`src/rtl/spi_slave_rx.sv`:
```
// -----------------------------------------------------------------------------
// spi_slave_rx
//   SPI slave that receives one 32-bit frame per chip-select window (24-bit
//   payload + CRC-8, MSB first) and sends a response frame (tx_data + its
//   CRC-8) on miso. All SPI pins are asynchronous and are synchronized into
//   clk before any edge detection. Received results are presented on a
//   valid/ready interface; a completed frame that cannot be delivered is
//   dropped and flagged on overrun.
//
// Ports
//   clk        in   system clock, rising edge
//   rst        in   synchronous active-high reset
//   sck        in   SPI clock (async, idle low)
//   csn        in   SPI chip select, active low (async)
//   mosi       in   master-out data (async)
//   miso       out  slave-out data
//   tx_data    in   [23:0] response payload, captured at frame start
//   rx_data    out  [23:0] received payload
//   rx_crc_ok  out  received CRC matches CRC over rx_data
//   rx_valid   out  rx_data / rx_crc_ok are valid
//   rx_ready   in   consumer accepts the current result
//   overrun    out  one-cycle pulse, completed frame dropped
//   frame_err  out  one-cycle pulse, csn rose before 32 bits
//
// FSM states
//   state | meaning
//   IDLE  | waiting for a csn falling edge
//   SHIFT | frame in progress, sampling mosi / driving miso
//   DONE  | 32 bits received, ignoring sck until csn rises
// -----------------------------------------------------------------------------
module spi_slave_rx #(
  parameter logic [7:0] CRC_POLY    = 8'h1D,
  parameter logic [7:0] CRC_INIT    = 8'hFF,
  parameter int         SYNC_STAGES = 2
) (
  input  logic        clk,
  input  logic        rst,
  input  logic        sck,
  input  logic        csn,
  input  logic        mosi,
  output logic        miso,
  input  logic [23:0] tx_data,
  output logic [23:0] rx_data,
  output logic        rx_crc_ok,
  output logic        rx_valid,
  input  logic        rx_ready,
  output logic        overrun,
  output logic        frame_err
);

  typedef enum logic [1:0] {
    IDLE  = 2'd0,
    SHIFT = 2'd1,
    DONE  = 2'd2
  } state_e;

  localparam logic [5:0] BITS_FRAME   = 6'd32;
  localparam logic [5:0] BITS_PAYLOAD = 6'd24;
  localparam logic [3:0] FILL_DONE    = 4'(SYNC_STAGES);

  function automatic logic [7:0] crc_step(input logic [7:0] crc, input logic din);
    logic fb;
    fb = crc[7] ^ din;
    return {crc[6:0], 1'b0} ^ (fb ? CRC_POLY : 8'h00);
  endfunction

  // ---------------------------------------------------------------------------
  // Synchronizers and edge detection
  // ---------------------------------------------------------------------------
  logic [SYNC_STAGES-1:0] sck_sync_q, csn_sync_q, mosi_sync_q;
  logic                   sck_prev_q, csn_prev_q;
  logic                   sck_s, csn_s, mosi_s;
  logic                   sck_rise, sck_fall, csn_rise, csn_fall;

  // After reset the csn chain holds its reset value (1) until real samples
  // have propagated through it. armed_q only sets once a genuine high csn has
  // been seen, so a master still holding csn low across reset cannot start a
  // frame halfway through its transfer.
  logic [3:0] fill_cnt_q, fill_cnt_d;
  logic       armed_q, armed_d;

  always_ff @(posedge clk) begin
    if (rst) begin
      sck_sync_q  <= '0;
      csn_sync_q  <= '1;
      mosi_sync_q <= '0;
      sck_prev_q  <= 1'b0;
      csn_prev_q  <= 1'b1;
    end else begin
      sck_sync_q  <= {sck_sync_q[SYNC_STAGES-2:0], sck};
      csn_sync_q  <= {csn_sync_q[SYNC_STAGES-2:0], csn};
      mosi_sync_q <= {mosi_sync_q[SYNC_STAGES-2:0], mosi};
      sck_prev_q  <= sck_s;
      csn_prev_q  <= csn_s;
    end
  end

  assign sck_s  = sck_sync_q[SYNC_STAGES-1];
  assign csn_s  = csn_sync_q[SYNC_STAGES-1];
  assign mosi_s = mosi_sync_q[SYNC_STAGES-1];

  assign sck_rise = sck_s & ~sck_prev_q;
  assign sck_fall = ~sck_s & sck_prev_q;
  assign csn_rise = csn_s & ~csn_prev_q;
  assign csn_fall = ~csn_s & csn_prev_q & armed_q;

  // ---------------------------------------------------------------------------
  // FSM: state register
  // ---------------------------------------------------------------------------
  state_e state_q, state_d;
  logic [5:0] bit_cnt_q, bit_cnt_d;

  always_ff @(posedge clk) begin
    if (rst) state_q <= IDLE;
    else     state_q <= state_d;
  end

  // ---------------------------------------------------------------------------
  // FSM: next state
  // ---------------------------------------------------------------------------
  logic cnt_full;
  assign cnt_full = (bit_cnt_q == BITS_FRAME);

  always_comb begin
    state_d = state_q;
    case (state_q)
      IDLE:    if (csn_fall) state_d = SHIFT;
      SHIFT: begin
        // A frame that completes in the same cycle csn rises is still good;
        // the rising edge is consumed here, so go straight back to IDLE.
        if (cnt_full)      state_d = csn_rise ? IDLE : DONE;
        else if (csn_rise) state_d = IDLE;
      end
      DONE:    if (csn_rise) state_d = IDLE;
      default: state_d = IDLE;
    endcase
  end

  // ---------------------------------------------------------------------------
  // FSM: outputs and datapath strobes
  // ---------------------------------------------------------------------------
  logic start_frame, sample_en, drive_en, complete, abort;
  logic miso_q, miso_d;

  always_comb begin
    start_frame = 1'b0;
    sample_en   = 1'b0;
    drive_en    = 1'b0;
    complete    = 1'b0;
    abort       = 1'b0;
    miso        = 1'b0;
    case (state_q)
      IDLE:  start_frame = csn_fall;
      SHIFT: begin
        sample_en = sck_fall & ~cnt_full;
        drive_en  = sck_rise;
        complete  = cnt_full;
        abort     = csn_rise & ~cnt_full;
        miso      = miso_q & ~csn_s;
      end
      default: ;
    endcase
  end

  // ---------------------------------------------------------------------------
  // Datapath
  // ---------------------------------------------------------------------------
  logic [31:0] rx_shift_q, rx_shift_d;
  logic [7:0]  rx_crc_q, rx_crc_d;
  logic [23:0] tx_shift_q, tx_shift_d;
  logic [7:0]  tx_crc_q, tx_crc_d;
  logic [5:0]  tx_cnt_q, tx_cnt_d;
  logic [23:0] rx_data_q, rx_data_d;
  logic        rx_crc_ok_q, rx_crc_ok_d;
  logic        rx_valid_q, rx_valid_d;
  logic        overrun_q, overrun_d;
  logic        frame_err_q, frame_err_d;
  logic        accept;

  assign accept = rx_valid_q & rx_ready;

  always_comb begin
    bit_cnt_d   = bit_cnt_q;
    rx_shift_d  = rx_shift_q;
    rx_crc_d    = rx_crc_q;
    tx_shift_d  = tx_shift_q;
    tx_crc_d    = tx_crc_q;
    tx_cnt_d    = tx_cnt_q;
    miso_d      = miso_q;
    rx_data_d   = rx_data_q;
    rx_crc_ok_d = rx_crc_ok_q;
    rx_valid_d  = rx_valid_q;
    overrun_d   = 1'b0;
    frame_err_d = 1'b0;
    fill_cnt_d  = (fill_cnt_q != FILL_DONE) ? fill_cnt_q + 4'd1 : fill_cnt_q;
    armed_d     = armed_q | ((fill_cnt_q == FILL_DONE) & csn_s);

    if (start_frame) begin
      bit_cnt_d  = '0;
      tx_cnt_d   = '0;
      rx_shift_d = '0;
      tx_shift_d = tx_data;
      rx_crc_d   = CRC_INIT;
      tx_crc_d   = CRC_INIT;
      miso_d     = 1'b0;
    end

    if (sample_en) begin
      rx_shift_d = {rx_shift_q[30:0], mosi_s};
      bit_cnt_d  = bit_cnt_q + 6'd1;
      if (bit_cnt_q < BITS_PAYLOAD) rx_crc_d = crc_step(rx_crc_q, mosi_s);
    end

    // Payload bits feed the tx CRC as they go out; once all 24 are sent the
    // CRC register itself becomes the shift source.
    if (drive_en) begin
      if (tx_cnt_q < BITS_PAYLOAD) begin
        miso_d     = tx_shift_q[23];
        tx_shift_d = {tx_shift_q[22:0], 1'b0};
        tx_crc_d   = crc_step(tx_crc_q, tx_shift_q[23]);
      end else if (tx_cnt_q < BITS_FRAME) begin
        miso_d   = tx_crc_q[7];
        tx_crc_d = {tx_crc_q[6:0], 1'b0};
      end else begin
        miso_d = 1'b0;
      end
      if (tx_cnt_q != BITS_FRAME) tx_cnt_d = tx_cnt_q + 6'd1;
    end

    // An accept in the completion cycle frees the output slot, so the new
    // result replaces the old one without an overrun.
    if (complete) begin
      if (!rx_valid_q || accept) begin
        rx_data_d   = rx_shift_q[31:8];
        rx_crc_ok_d = (rx_shift_q[7:0] == rx_crc_q);
        rx_valid_d  = 1'b1;
      end else begin
        overrun_d = 1'b1;
      end
    end else if (accept) begin
      rx_valid_d = 1'b0;
    end

    if (abort) frame_err_d = 1'b1;
  end

  always_ff @(posedge clk) begin
    if (rst) begin
      bit_cnt_q   <= '0;
      rx_shift_q  <= '0;
      rx_crc_q    <= CRC_INIT;
      tx_shift_q  <= '0;
      tx_crc_q    <= CRC_INIT;
      tx_cnt_q    <= '0;
      miso_q      <= 1'b0;
      rx_data_q   <= '0;
      rx_crc_ok_q <= 1'b0;
      rx_valid_q  <= 1'b0;
      overrun_q   <= 1'b0;
      frame_err_q <= 1'b0;
      fill_cnt_q  <= '0;
      armed_q     <= 1'b0;
    end else begin
      bit_cnt_q   <= bit_cnt_d;
      rx_shift_q  <= rx_shift_d;
      rx_crc_q    <= rx_crc_d;
      tx_shift_q  <= tx_shift_d;
      tx_crc_q    <= tx_crc_d;
      tx_cnt_q    <= tx_cnt_d;
      miso_q      <= miso_d;
      rx_data_q   <= rx_data_d;
      rx_crc_ok_q <= rx_crc_ok_d;
      rx_valid_q  <= rx_valid_d;
      overrun_q   <= overrun_d;
      frame_err_q <= frame_err_d;
      fill_cnt_q  <= fill_cnt_d;
      armed_q     <= armed_d;
    end
  end

  assign rx_data   = rx_data_q;
  assign rx_crc_ok = rx_crc_ok_q;
  assign rx_valid  = rx_valid_q;
  assign overrun   = overrun_q;
  assign frame_err = frame_err_q;

endmodule

```
`config.mk`:
```
export PLATFORM = sky130hd
export DESIGN_NAME = spi_slave_rx
export DESIGN_NICKNAME = d
export VERILOG_FILES = /design/src/rtl/spi_slave_rx.sv
export SDC_FILE = /design/constraint.sdc
export NUM_CORES = 1
export LEC_CHECK = 0
export ABC_AREA = 1
export CORE_MARGIN = 5
export CORE_UTILIZATION = 60
export CTS_BUF_LIST = sky130_fd_sc_hd__clkbuf_16
export CTS_CLUSTER_SIZE = 10
export DETAILED_ROUTE_END_ITERATION = 16
export GPL_TIMING_DRIVEN = 0
export HOLD_SLACK_MARGIN = 0.15
export PLACE_DENSITY_LB_ADDON = 0.15
export SYNTH_ARGS = -nofsm -noshare
export SYNTH_HDL_FRONTEND = slang
export SYNTH_SLANG_ARGS = --single-unit
```
`constraint.sdc`:
```
create_clock -name clk -period 2.6 [get_ports clk]
set_input_delay 0.39 -clock clk [delete_from_list [all_inputs] [get_ports clk]]
set_output_delay 0.39 -clock clk [all_outputs]
set_load 0.05 [all_outputs]
```
; ---- Yosys cells after proc, flatten, opt, wreduce, memory -nomap -nowiden
; Cells that the tools add are included.
[totals]
mem_bits_ro = 0
input_bits = 30
latchBits = 0
wordCells = 104
memories = 0
reg_bits = 128
out_inout_bits = 29
mem_bits_rw = 0
[op_classes]
multipliers = 0
n_eq_ne = 9
n_reduce_logical = 9
add_sub_neg = 3
n_bitwise = 21
div = 0
shift = 0
muxes = 39
n_lt_le_gt_ge = 3
[op_table]
columns = op, count
row1 = $mux W24, 3
row2 = $mux W32, 2
row3 = $mux W8, 7
row4 = $mux W6, 5
row5 = $xor A8 B5 Y8, 2
row6 = $mux W1, 15
row7 = $add A6 B1 Y6 const B, 2
row8 = $lt A6 B5 Y1 const B, 2
row9 = $and A1 B1 Y1, 10
row10 = $mux W5, 2
row11 = $eq A8 B8 Y1, 1
row12 = $mux W2, 4
row13 = $eq A6 B6 Y1 const B, 1
row14 = $lt A6 B6 Y1 const B, 1
row15 = $ne A6 B6 Y1 const B, 1
row16 = $not A1 Y1, 6
row17 = $pmux W2 S3, 1
row18 = $reduce_bool A2 Y1, 3
row19 = $add A4 B1 Y4 const B, 1
row20 = $eq A4 B2 Y1 const B, 1
row21 = $ne A4 B2 Y1 const B, 1
row22 = $reduce_and A2 Y1, 2
row23 = $eq A2 B1 Y1 const B, 1
row24 = $eq A2 B2 Y1 const B, 1
row25 = other kinds (8), 9

; ---- Depth between registers and ports, before layout
[depth]
ltp_word = 8
mapped_depth = 11
mapped_depth_nobuf = 10

; ---- Least setup slack after synthesis
; No wires, ideal clock.
[synth_path]
path_type = reg-to-output
start = register state_q[1]
end = output miso
setup_slack_ns = 1.087
t_arrival_ns = 1.123
path_stages_with_launch = 4
n_path_buf = 0
t_required_ns = 2.210
path_cell_list = dfxtp_1 -> inv_2 -> nand2_1 -> nor2_1
[synth_via]
elab_chain_len = 2
[synth_lines]
columns = element, line
row1 = start: declaration, 110  ; state_e state_q, state_d;
row2 = start signal: assignment, 115  ; else state_q <= state_d;
row3 = $eq A2 B1 Y1, 152  ; case (state_q)
row4 = $mux W1, 152
row5 = end: declaration, 41  ; output logic miso,
; No other way between the ends.

; ---- Final worst setup path
; Ends and elaborated chain as after synthesis.

==> qor.yml <==
routing:
  first_iter_violations: 274
  viasPerCell: 5.44
  drt-total-wl_um: 13000
  first_pass_iters: 5
  wire_per_inst_um: 14.0
  ant_nets: 0
  vias: 5037
  drc: 0
final_layout:
  regArea_um2: 2560
  finalNonFillerCells: 926
  n_fill_cell: 698
  fin_area_um2: 6790
  n_antenna_cell: 0
  multiInputGateArea_um2: 2500
  final_common_cell: "nand2_1"
  final_cell_mix: "nand2_1 (223), dfxtp_1 (128), nor2_1 (77)"
  syn_to_final_growth_pct: 23.7
  fin_nets: 838
  drive_gt1_frac: 0.114
timing:
  final_max_slew_viol_count: 0
  layout_min_cycle_time_ps: 2210
  setup_tns_ps: 0
  clock.fmax_mhz: 453
  rsz0062_at_grt: "false"
  setup_viol: 0
  fin_worst_skew_ps: 7.45
  worst_pin_slew_ps: 681
  timing.slew.headroom: 0.546
  hold_viol: 0
  min_period_over_period: 0.850
critical_path:
  worstPathRequired_ps: 2210
  cpMaxStageDelayCell: "clkdlybuf4s50_1"
  critPathMaxFanout: 5
  slowest_delay_ps: 810
  cp_cell_sequence: "inv_2 -> nand2_1 -> nor2_1 -> clkdlybuf4s50_1"
  crit_buf_inv: 2
  crit_arrival_ps: 1820
  critPathKind: "reg2out"
  crit_family: "buffers and inverters"
  start_kind: "register"
  end_kind: "output port"
global_route:
  antenna_found_initial: 0
  grt_max_degree: 17
  overflow: 0
  grt_pass1_vias: 4963
  grt_use_total: 0.241
  grt_pass1_wl_um: 22100
power_and_ir_drop:
  ir_drop_uv: 467
  power.internal_w: 0.00360
  power_density_nw_per_um2: 683
  p_comb_frac: 0.050
  power_w: 0.00464
  p_clk_frac: 0.514
  power_frac_seq: 0.436
  p_sw_frac: 0.225
  p_sw_w: 0.00104
  p_leak_nw: 2.57
cts:
  cts_resized: 0
  hold_buffers: 0
  cts_tree: "yes"
  cts_buffers: 17
  clk_latency_ps: 410
  root_buffer: "clkbuf_16"
  clockBufferDepth: 2
  clock-sinks: 128
  path_clk_slew_ps: 60
  cts.htree.levels: 4
  postCtsSetupBuffers: 0
yosys:
  ys_types: 34
  yosys_register_bits: 128
  syn_area_per_cell_um2: 7.55
  yosysSeqAreaShare: 0.467
  ys_warn_count: 0
  synthCells: 727
  synth_fp_nets: 762
  syn_area_um2: 5490
flow_run:
  drv_cap: 0
worst_hold_path:
  worst_hold_path_type: "reg2reg"
place:
  place_congestion: 0.806
  dpl_cell_area_um2: 6200
  port_buffers: 57
  dp.cells: 895
  place_hpwl_um: 8580
floorplan:
  core_um2: 9060
  ioPinCount: 59
  initial_core_util: 0.606
  die_y_um: 106
  die_area_um2: 11200
  rows: 35
  die_w_um: 106
status:
  status: "finished, final reports clean"
[Yosys cell counts]
master / number / area share
clkinv_2: 1 / 0.00091
clkbuf_1: 16 / 0.011
clkbuf_2: 1 / 0.00091
o21ai_1: 1 / 0.00091
o21a_1: 1 / 0.0014
nand2_1: 223 / 0.15
or2_2: 4 / 0.0046
buf_8: 2 / 0.0055
nor3_1: 4 / 0.0036
nand3_2: 15 / 0.027
a21oi_2: 6 / 0.0096
buf_2: 8 / 0.0073
buf_12: 3 / 0.011
dfxtp_1: 128 / 0.47
buf_4: 7 / 0.0096
inv_1: 33 / 0.023
xnor2_1: 7 / 0.011
nor2_8: 1 / 0.0036
buf_6: 2 / 0.0041
nand3_1: 44 / 0.040
clkinv_1: 1 / 0.00068
nand4_1: 2 / 0.0023
a21oi_1: 67 / 0.061
nor2_4: 3 / 0.0062
nand2_4: 3 / 0.0062
o22ai_1: 13 / 0.015
inv_2: 6 / 0.0041
nor2_1: 77 / 0.053
ha_1: 5 / 0.011
xor2_1: 6 / 0.0096
o211ai_1: 1 / 0.0014
nand3_4: 1 / 0.0032
o21ai_0: 34 / 0.031
a211oi_1: 1 / 0.0014
[flip-flops by register name, summed over array words and instances (netlist names), 4 cells and up]
signal,count
rx_shift_q,32
rx_data,24
tx_shift_q,24
rx_crc_q,8
tx_crc_q,8
bit_cnt_q,6
tx_cnt_q,6
fill_cnt_q,4
[per-layer routing]
layer / part of all wire / vias up / GRT usage / wire length, µm
met5: 0 / - / 0 / 0
met4: 0.029 / 0 / 0.109 / 379
met3: 0.055 / 40 / 0.0570 / 714
met2: 0.51 / 177 / 0.428 / 6650
met1: 0.40 / 2322 / 0.273 / 5250
li1: - / 2498 / - / -
[final timing paths]
kind | startpoint | to | slack (ps) | cells after the start
setup / recovery | state_q[1] | miso | 390 | 4
hold / removal | mosi_sync_q[0] | mosi_sync_q[1] | 400 | 2
setup reg to reg | bit_cnt_q[0] | rx_crc_q[5] | 890 | 10
hold reg to reg | mosi_sync_q[0] | mosi_sync_q[1] | 400 | 2
[tightest hold or removal path, stage by stage (launching register included)]
cell,delay (ps)
dfxtp_1,290
inv_1,40
nor2_1,30
[layout make-up]
| cell class | count | share of cell area |
|---|---|---|
| plain buffers | 39 | 0.0398 |
| clock buffers | 17 | 0.0626 |
| clock inverters | 14 | 0.0247 |
| inverters | 41 | 0.0228 |
| multi-input cells | 519 | 0.368 |
| flip-flops and latches | 128 | 0.377 |
| well taps | 111 | 0.0204 |
| repair buffers | 57 | 0.0840 |
[through the flow]
| stage | hold slack [ps] | util | setup WS, ps |
|---|---|---|---|
| 4_1_cts | 401 | 0.749 | 358 |
| 6_report | 399 | 0.749 | 391 |
| 5_1_grt | 422 | 0.749 | 304 |
| 3_3_place_gp | 394 | 0.684 | 800 |
| 2_1_floorplan | 388 | - | 1090 |
| 3_5_place_dp | 394 | 0.684 | 745 |
[power groups by stage]
stage                     Sequential, W  Combinational [W]  Clock [W]
final                           0.00202           0.000230    0.00238
after global routing            0.00203           0.000259    0.00250
after CTS                       0.00202           0.000230    0.00240
after detailed placement        0.00207           0.000227          0
after global placement          0.00206           0.000217          0
after floorplan                 0.00206           0.000142          0
[cell families after synthesis]
group,after synthesis,share of synthesized area
buffers and inverters,80,0.0775
AO/OA/AOI/OAI,124,0.121
adder cells (fa/ha/maj),5,0.0114
XOR/XNOR,13,0.0207
AND/OR/NAND/NOR,377,0.302
flip-flops,128,0.467
Power figures use the tool's default switching activity.
